**config.mk**
```make
export PLATFORM = sky130hd
export DESIGN_NAME = uart_rx_loader
export DESIGN_NICKNAME = d
export VERILOG_FILES = /design/src/rtl/uart_rx_loader.sv
export SDC_FILE = /design/constraint.sdc
export NUM_CORES = 1
export LEC_CHECK = 0
export BUFFER_PORTS_ARGS = -buffer_cell sky130_fd_sc_hd__buf_2
export CELL_PAD_IN_SITES_DETAIL_PLACEMENT = 1
export CELL_PAD_IN_SITES_GLOBAL_PLACEMENT = 1
export CORE_ASPECT_RATIO = 0.9
export CORE_MARGIN = 1
export CORE_UTILIZATION = 47
export CTS_CLUSTER_DIAMETER = 50
export DETAILED_ROUTE_END_ITERATION = 16
export PLACE_DENSITY_LB_ADDON = 0.15
export SKIP_CTS_REPAIR_TIMING = 1
export SLEW_MARGIN = 10
export SYNTH_ARGS = -nofsm -noshare
export SYNTH_HDL_FRONTEND = slang
export SYNTH_SLANG_ARGS = --single-unit
export TNS_END_PERCENT = 10
```
**constraint.sdc**
```tcl
create_clock -name clk -period 8.67 [get_ports clk]
set_input_delay 1.3005 -clock clk [delete_from_list [all_inputs] [get_ports clk]]
set_output_delay 1.3005 -clock clk [all_outputs]
set_load 0.1 [all_outputs]
```
**src/rtl/uart_rx_loader.sv**
```systemverilog
// UART 8N1 receiver that packs incoming bytes little-endian into 32-bit words
// and writes each completed word to a word-addressed data memory.
module uart_rx_loader #(
  parameter int CLKS_PER_BIT = 16
) (
  input  logic        clk,
  input  logic        rst,
  input  logic        rx,
  input  logic        loadEn,
  output logic        memWriteEn,
  output logic [31:0] memAddress,
  output logic [31:0] memDataIn,
  output logic [31:0] wordCount,
  output logic        busy,
  output logic        frameError
);

  localparam int CW = $clog2(CLKS_PER_BIT);
  localparam logic [CW-1:0] CNT_HALF = CW'(CLKS_PER_BIT / 2 - 1);
  localparam logic [CW-1:0] CNT_FULL = CW'(CLKS_PER_BIT - 1);

  typedef enum logic [1:0] {IDLE, START, DATA, STOP} stateT;

  stateT         state;
  logic          rxMeta;
  logic          rxS;
  logic [CW-1:0] cnt;
  logic [2:0]    bitIdx;
  logic [7:0]    shiftReg;
  logic [1:0]    byteIdx;
  logic [31:0]   wordBuf;
  logic [31:0]   nextWord;
  logic [31:0]   wordAddr;
  logic          writeQ;
  logic          loadEnQ;

  // Synchronizer idles high so reset never looks like a start bit.
  always_ff @(posedge clk or posedge rst) begin
    if (rst) begin
      rxMeta <= 1'b1;
      rxS    <= 1'b1;
    end else begin
      // NOTE: non-blocking assignments make every flop sample the pre-edge
      // value, so the two stages really are two clock cycles apart.
      rxMeta <= rx;
      rxS    <= rxMeta;
    end
  end

  always_comb begin
    // NOTE: assigning the default first keeps this purely combinational;
    // a path that skipped the assignment would infer a latch.
    nextWord = wordBuf;
    nextWord[{byteIdx, 3'b000} +: 8] = shiftReg;
  end

  // A write is suppressed in the cycle loadEn drops, so no strobe leaks out.
  assign memWriteEn = writeQ & loadEn;
  assign wordCount  = wordAddr;
  assign busy       = (state != IDLE);

  always_ff @(posedge clk or posedge rst) begin
    if (rst) begin
      state      <= IDLE;
      cnt        <= '0;
      bitIdx     <= '0;
      shiftReg   <= '0;
      byteIdx    <= '0;
      wordBuf    <= '0;
      wordAddr   <= '0;
      writeQ     <= 1'b0;
      loadEnQ    <= 1'b0;
      memAddress <= '0;
      memDataIn  <= '0;
      frameError <= 1'b0;
    end else begin
      writeQ  <= 1'b0;
      loadEnQ <= loadEn;
      if (memWriteEn) wordAddr <= wordAddr + 32'd1;
      if (loadEn && !loadEnQ) frameError <= 1'b0;

      if (!loadEn) begin
        state    <= IDLE;
        cnt      <= '0;
        bitIdx   <= '0;
        byteIdx  <= '0;
        wordAddr <= '0;
      end else begin
        unique case (state)
          IDLE: begin
            if (!rxS) begin
              state <= START;
              cnt   <= '0;
            end
          end
          START: begin
            if (cnt == CNT_HALF) begin
              cnt    <= '0;
              bitIdx <= '0;
              state  <= rxS ? IDLE : DATA;
            end else begin
              cnt <= cnt + CW'(1);
            end
          end
          DATA: begin
            if (cnt == CNT_FULL) begin
              cnt              <= '0;
              shiftReg[bitIdx] <= rxS;
              bitIdx           <= bitIdx + 3'd1;
              if (bitIdx == 3'd7) state <= STOP;
            end else begin
              cnt <= cnt + CW'(1);
            end
          end
          STOP: begin
            if (cnt == CNT_FULL) begin
              cnt   <= '0;
              state <= IDLE;
              if (rxS) begin
                wordBuf <= nextWord;
                byteIdx <= byteIdx + 2'd1;
                if (byteIdx == 2'd3) begin
                  writeQ     <= 1'b1;
                  memDataIn  <= nextWord;
                  memAddress <= wordAddr;
                end
              end else begin
                // Bad stop bit: drop this byte and the partial word with it.
                frameError <= 1'b1;
                byteIdx    <= '0;
              end
            end else begin
              cnt <= cnt + CW'(1);
            end
          end
          default: state <= IDLE;
        endcase
      end
    end
  end

endmodule
```
# [Yosys cells after proc, flatten, opt, wreduce, memory -nomap -nowiden]
# Index checks and enable logic that the tools add are counted.
# Widths: inputs -> output; s select.
[totals] word_cells=89 mem_bits_rw=0 output_inout_bits=99 latchBits=0 inputBits=4 romBits=0 memories=0 register_bits=152
[classes] n_addsub=5 eq_ne=16 mul=0 order_cmp=2 n_mux=37 reduce_logical=12 div_mod_pow=0 n_bitwise=1 shifts=2
[op_table] cell="$mux 32" n=2
[op_table] cell="$add 32x1->32 const B" n=1
[op_table] cell="$bwmux 32" n=1
[op_table] cell="$shift 8x7->32 const A" n=1
[op_table] cell="$shiftx 8x7->32" n=1
[op_table] cell="$mux 2" n=11
[op_table] cell="$mux 4" n=4
[op_table] cell="$ne 3x3->1 const B" n=5
[op_table] cell="$pmux 4 s3" n=1
[op_table] cell="$mux 1" n=11
[op_table] cell="$reduce_and 5->1" n=2
[op_table] cell="$mux 3" n=3
[op_table] cell="$bwmux 8" n=1
[op_table] cell="$pmux 2 s4" n=1
[op_table] cell="$neg 5->7" n=1
[op_table] cell="$eq 2x2->1 const B" n=3
[op_table] cell="$ne 2x1->1 const B" n=3
[op_table] cell="$pmux 3 s2" n=1
[op_table] cell="$reduce_and 3->1" n=2
[op_table] cell="$add 4x1->4 const B" n=1
[op_table] cell="$eq 4x3->1 const B" n=1
[op_table] cell="$eq 4x4->1 const B" n=1
[op_table] cell="$lt 3x4->1 const B" n=1
[op_table] cell="$reduce_and 4->1" n=1
[op_table] cell="14 further kinds" n=15

# [Logic depth before layout (Yosys ltp)]
[logic_depth] ltp_word=7 depth_mapped=8

# [Worst setup path after synthesis]
# Ideal clock, no wire load.
[synth_path] kind="input port to output port" start="input port loadEn" end="output port memWriteEn" t_arrival_ns=2.335 slack_ns=5.035 cell_stages=2 required_time_ns=7.369 n_path_buf=1 cell_sequence="clkbuf_1 > and2_1"
[synth_via] elab_chain_cells=1
[synth_rtl] element="start, declared" line_no="9" rtl="input logic loadEn,"
[synth_rtl] element="$and 1x1->1" line_no="58" rtl="assign memWriteEn = writeQ & loadEn;"
[synth_rtl] element="end, declared" line_no="10" rtl="output logic memWriteEn,"
# Every way passes these cells.

# [Final worst setup path]
# Same ends and word-level chain as after synthesis.

==> metrics.md <==
| Metric | Value |
|---|---|
| Routability cong. | 0.822 |
| DR pass1 iterations | 4 |
| Area leader, netlist | dfrtp_1 |
| Total wire length | 17,000 um |
| Starting Density | 0.490 |
| Die area | 13,900 sq um |
| DR vias/cell | 5.79 |
| Top cells by area, synth | dfrtp_1, nand2_1, nor2_1 |
| Tmin final | 3460 ps |
| H-tree levels | 4 |
| Final setup fails | 0 |
| Clock Latency Late Sink | 430 ps |
| CP Max Fanout | 14 |
| Critical path type | primary input to primary output |
| DRC Markers | 0 |
| Distinct cell type count after synthesis | 45 |
| Clock buffer depth | 2 |
| #FFs+latches synth | 144 |
| Clk_skew | 7.04 ps |
| Final hold vios | 0 |
| DRT iter0 DRCs | 330 |
| Gr ovfl total | 0 |
| Fin crit share | 0.400 |
| CTS Buf Count | 17 |
| Root Buffer | clkbuf_16 |
| Synthesized net count | 647 |
| DRT antenna net count | 0 |
| GR Util All Layers | 0.268 |
| Async SR Flop Fraction | 1.00 |
| Synth Flop Type | dfrtp_1 |
| CP arrival | 2160 ps |
| PD cells | 198 nW/um^2 |
| Yosys top cell area share | 0.563 |
| Seq/Total Area, Yosys | 0.571 |
| WP data required | 7370 ps |
| Die height | 112 um |
| Relative slew slack | 0.285 |
| First-pass GRT wire length | 28,500 um |
| Clock sinks | 144 |
| Die width | 124 um |
| Mapped Cells | 634 |
| Initial antenna violation count | 0 |
| Synthesized cell area | 6320 sq um |
| Pleak | 3.84 nW |
| TritonCTS clock tree | built |
| Port Buffers | 102 |
| RSZ-0062 raised after global routing | false |
| # IOs | 103 |
| Mean routed wirelength per cell | 19.1 um |
| Mean post-synth cell area | 9.96 sq um |
| CP endpoint kind | primary output |
| Core box area | 12,900 sq um |
| DR vias | 5,161 |
| Worst VDD drop | 0.000155 V |
| Setup TNS | 0 ps |
| Row count | 39 |
| Most common cell after layout, fill and taps aside | dfrtp_1 |
| Layout area overhead | 19.0% |
| Least-Margin Pin Slew | 1070 ps |
| Post-synth EDFFs | 0 |
| Number of global-route vias before repair | 5,437 |
| Most frequent cells in the layout | dfrtp_1, nand2_1, buf_2 |
| Max Cap Viol | 0 |
| Antenna cells | 0 |
| Status | complete, no violations |
| Yosys warnings | 0 |
| Post-Route Utilization | 0.583 |
| # fillers | 1,484 |
| Share of cells above drive strength 1 | 0.215 |
| Hold/Removal Path Class | register to register |
| CTS clk-pin slew, worst paths | 60 ps |
| Fin nets | 727 |
| Critical path startpoint category | primary input |
| Worst hold margin | 357 ps |
| Pin count of the biggest net entering global routing | 83 |
| Fmax | 0.289 GHz |
| Slew Limit Fails | 0 |
| Detail Placement HPWL | 10,900 um |
metrics by stage:
stage,setup WS (ps),cell area [sq um],power (W),std cells
final,5210,7520,0.00149,891
after global routing,5150,7520,0.00154,891
after CTS,5180,7520,0.00150,891
after detailed placement,5190,6890,0.000728,859
after global placement,5210,6890,0.000727,859
after floorplan,3510,6320,0.000718,634
worst max-delay path, stage by stage:
cell and delay, ps:
buf_2 250, and2_1 180, buf_2 420
power by group:
part	switching, W	total (W)	internal (W)	leakage [nW]
sequential	0.00000541	0.000681	0.000675	2.00
combinational	0.0000295	0.0000347	0.00000523	1.54
clock	0.000286	0.000774	0.000488	0.302
sequential cells by signal, summed over array words and instances (netlist names), 2 cells and up:
name        flops
cnt             4
memDataIn      32
byteIdx         2
wordBuf        24
memAddress     32
state           2
shiftReg        8
wordCount      32
bitIdx          3
cells in the mapped netlist (5+ instances only):
master	instances
nor2_1	64
a21oi_1	24
ha_1	9
or3_1	10
xnor2_1	5
nand3_1	20
clkbuf_1	27
nand4_1	10
o21ai_0	10
xor2_1	7
nand2_1	131
and2_1	6
buf_1	11
and4_1	5
a22o_1	27
o31ai_1	8
nor3_1	9
or4_1	13
inv_1	12
mux2_2	6
a221oi_1	24
o21ai_1	12
dfrtp_1	142
final timing paths:
kind | end | depth (start not counted) | from | slack, ps
worst max-delay path | memWriteEn | 3 | loadEn | 5210
worst min-delay path | rxS | 0 | rxMeta | 360
worst max register to register | wordBuf[13] | 6 | byteIdx[0] | 6070
worst min register to register | rxS | 0 | rxMeta | 360
max in group asynchronous | memDataIn[9] | 3 | rst | 6270
min in group asynchronous | memAddress[23] | 2 | rst | 950
per-layer routing:
metal / up-vias / part of all wire / global-route usage / wire, um
met2: 117 / 0.48 / 0.415 / 8180
met1: 2645 / 0.46 / 0.374 / 7760
met3: 18 / 0.048 / 0.0635 / 818
li1: 2381 / - / - / -
met5: - / 0 / 0 / 0
met4: 0 / 0.015 / 0.0786 / 263
layout make-up:
class	instances	area, sq um	area share
flip-flops and latches	144	3610	0.480
multi-input cells	431	2490	0.331
repair buffers	104	526	0.0699
clock buffers	18	439	0.0584
well taps	164	205	0.0273
clock inverters	14	189	0.0251
inverters	16	65.1	0.00866
cell families after synthesis:
logic type | after synthesis | share of synthesized area
flip-flops | 144 | 0.571
buffers and inverters | 59 | 0.0364
adder cells (fa/ha/maj) | 9 | 0.0178
AND/OR/NAND/NOR | 289 | 0.215
AO/OA/AOI/OAI | 108 | 0.121
multiplexers | 13 | 0.0226
XOR/XNOR | 12 | 0.0166
Power figures use the tool's default switching activity.
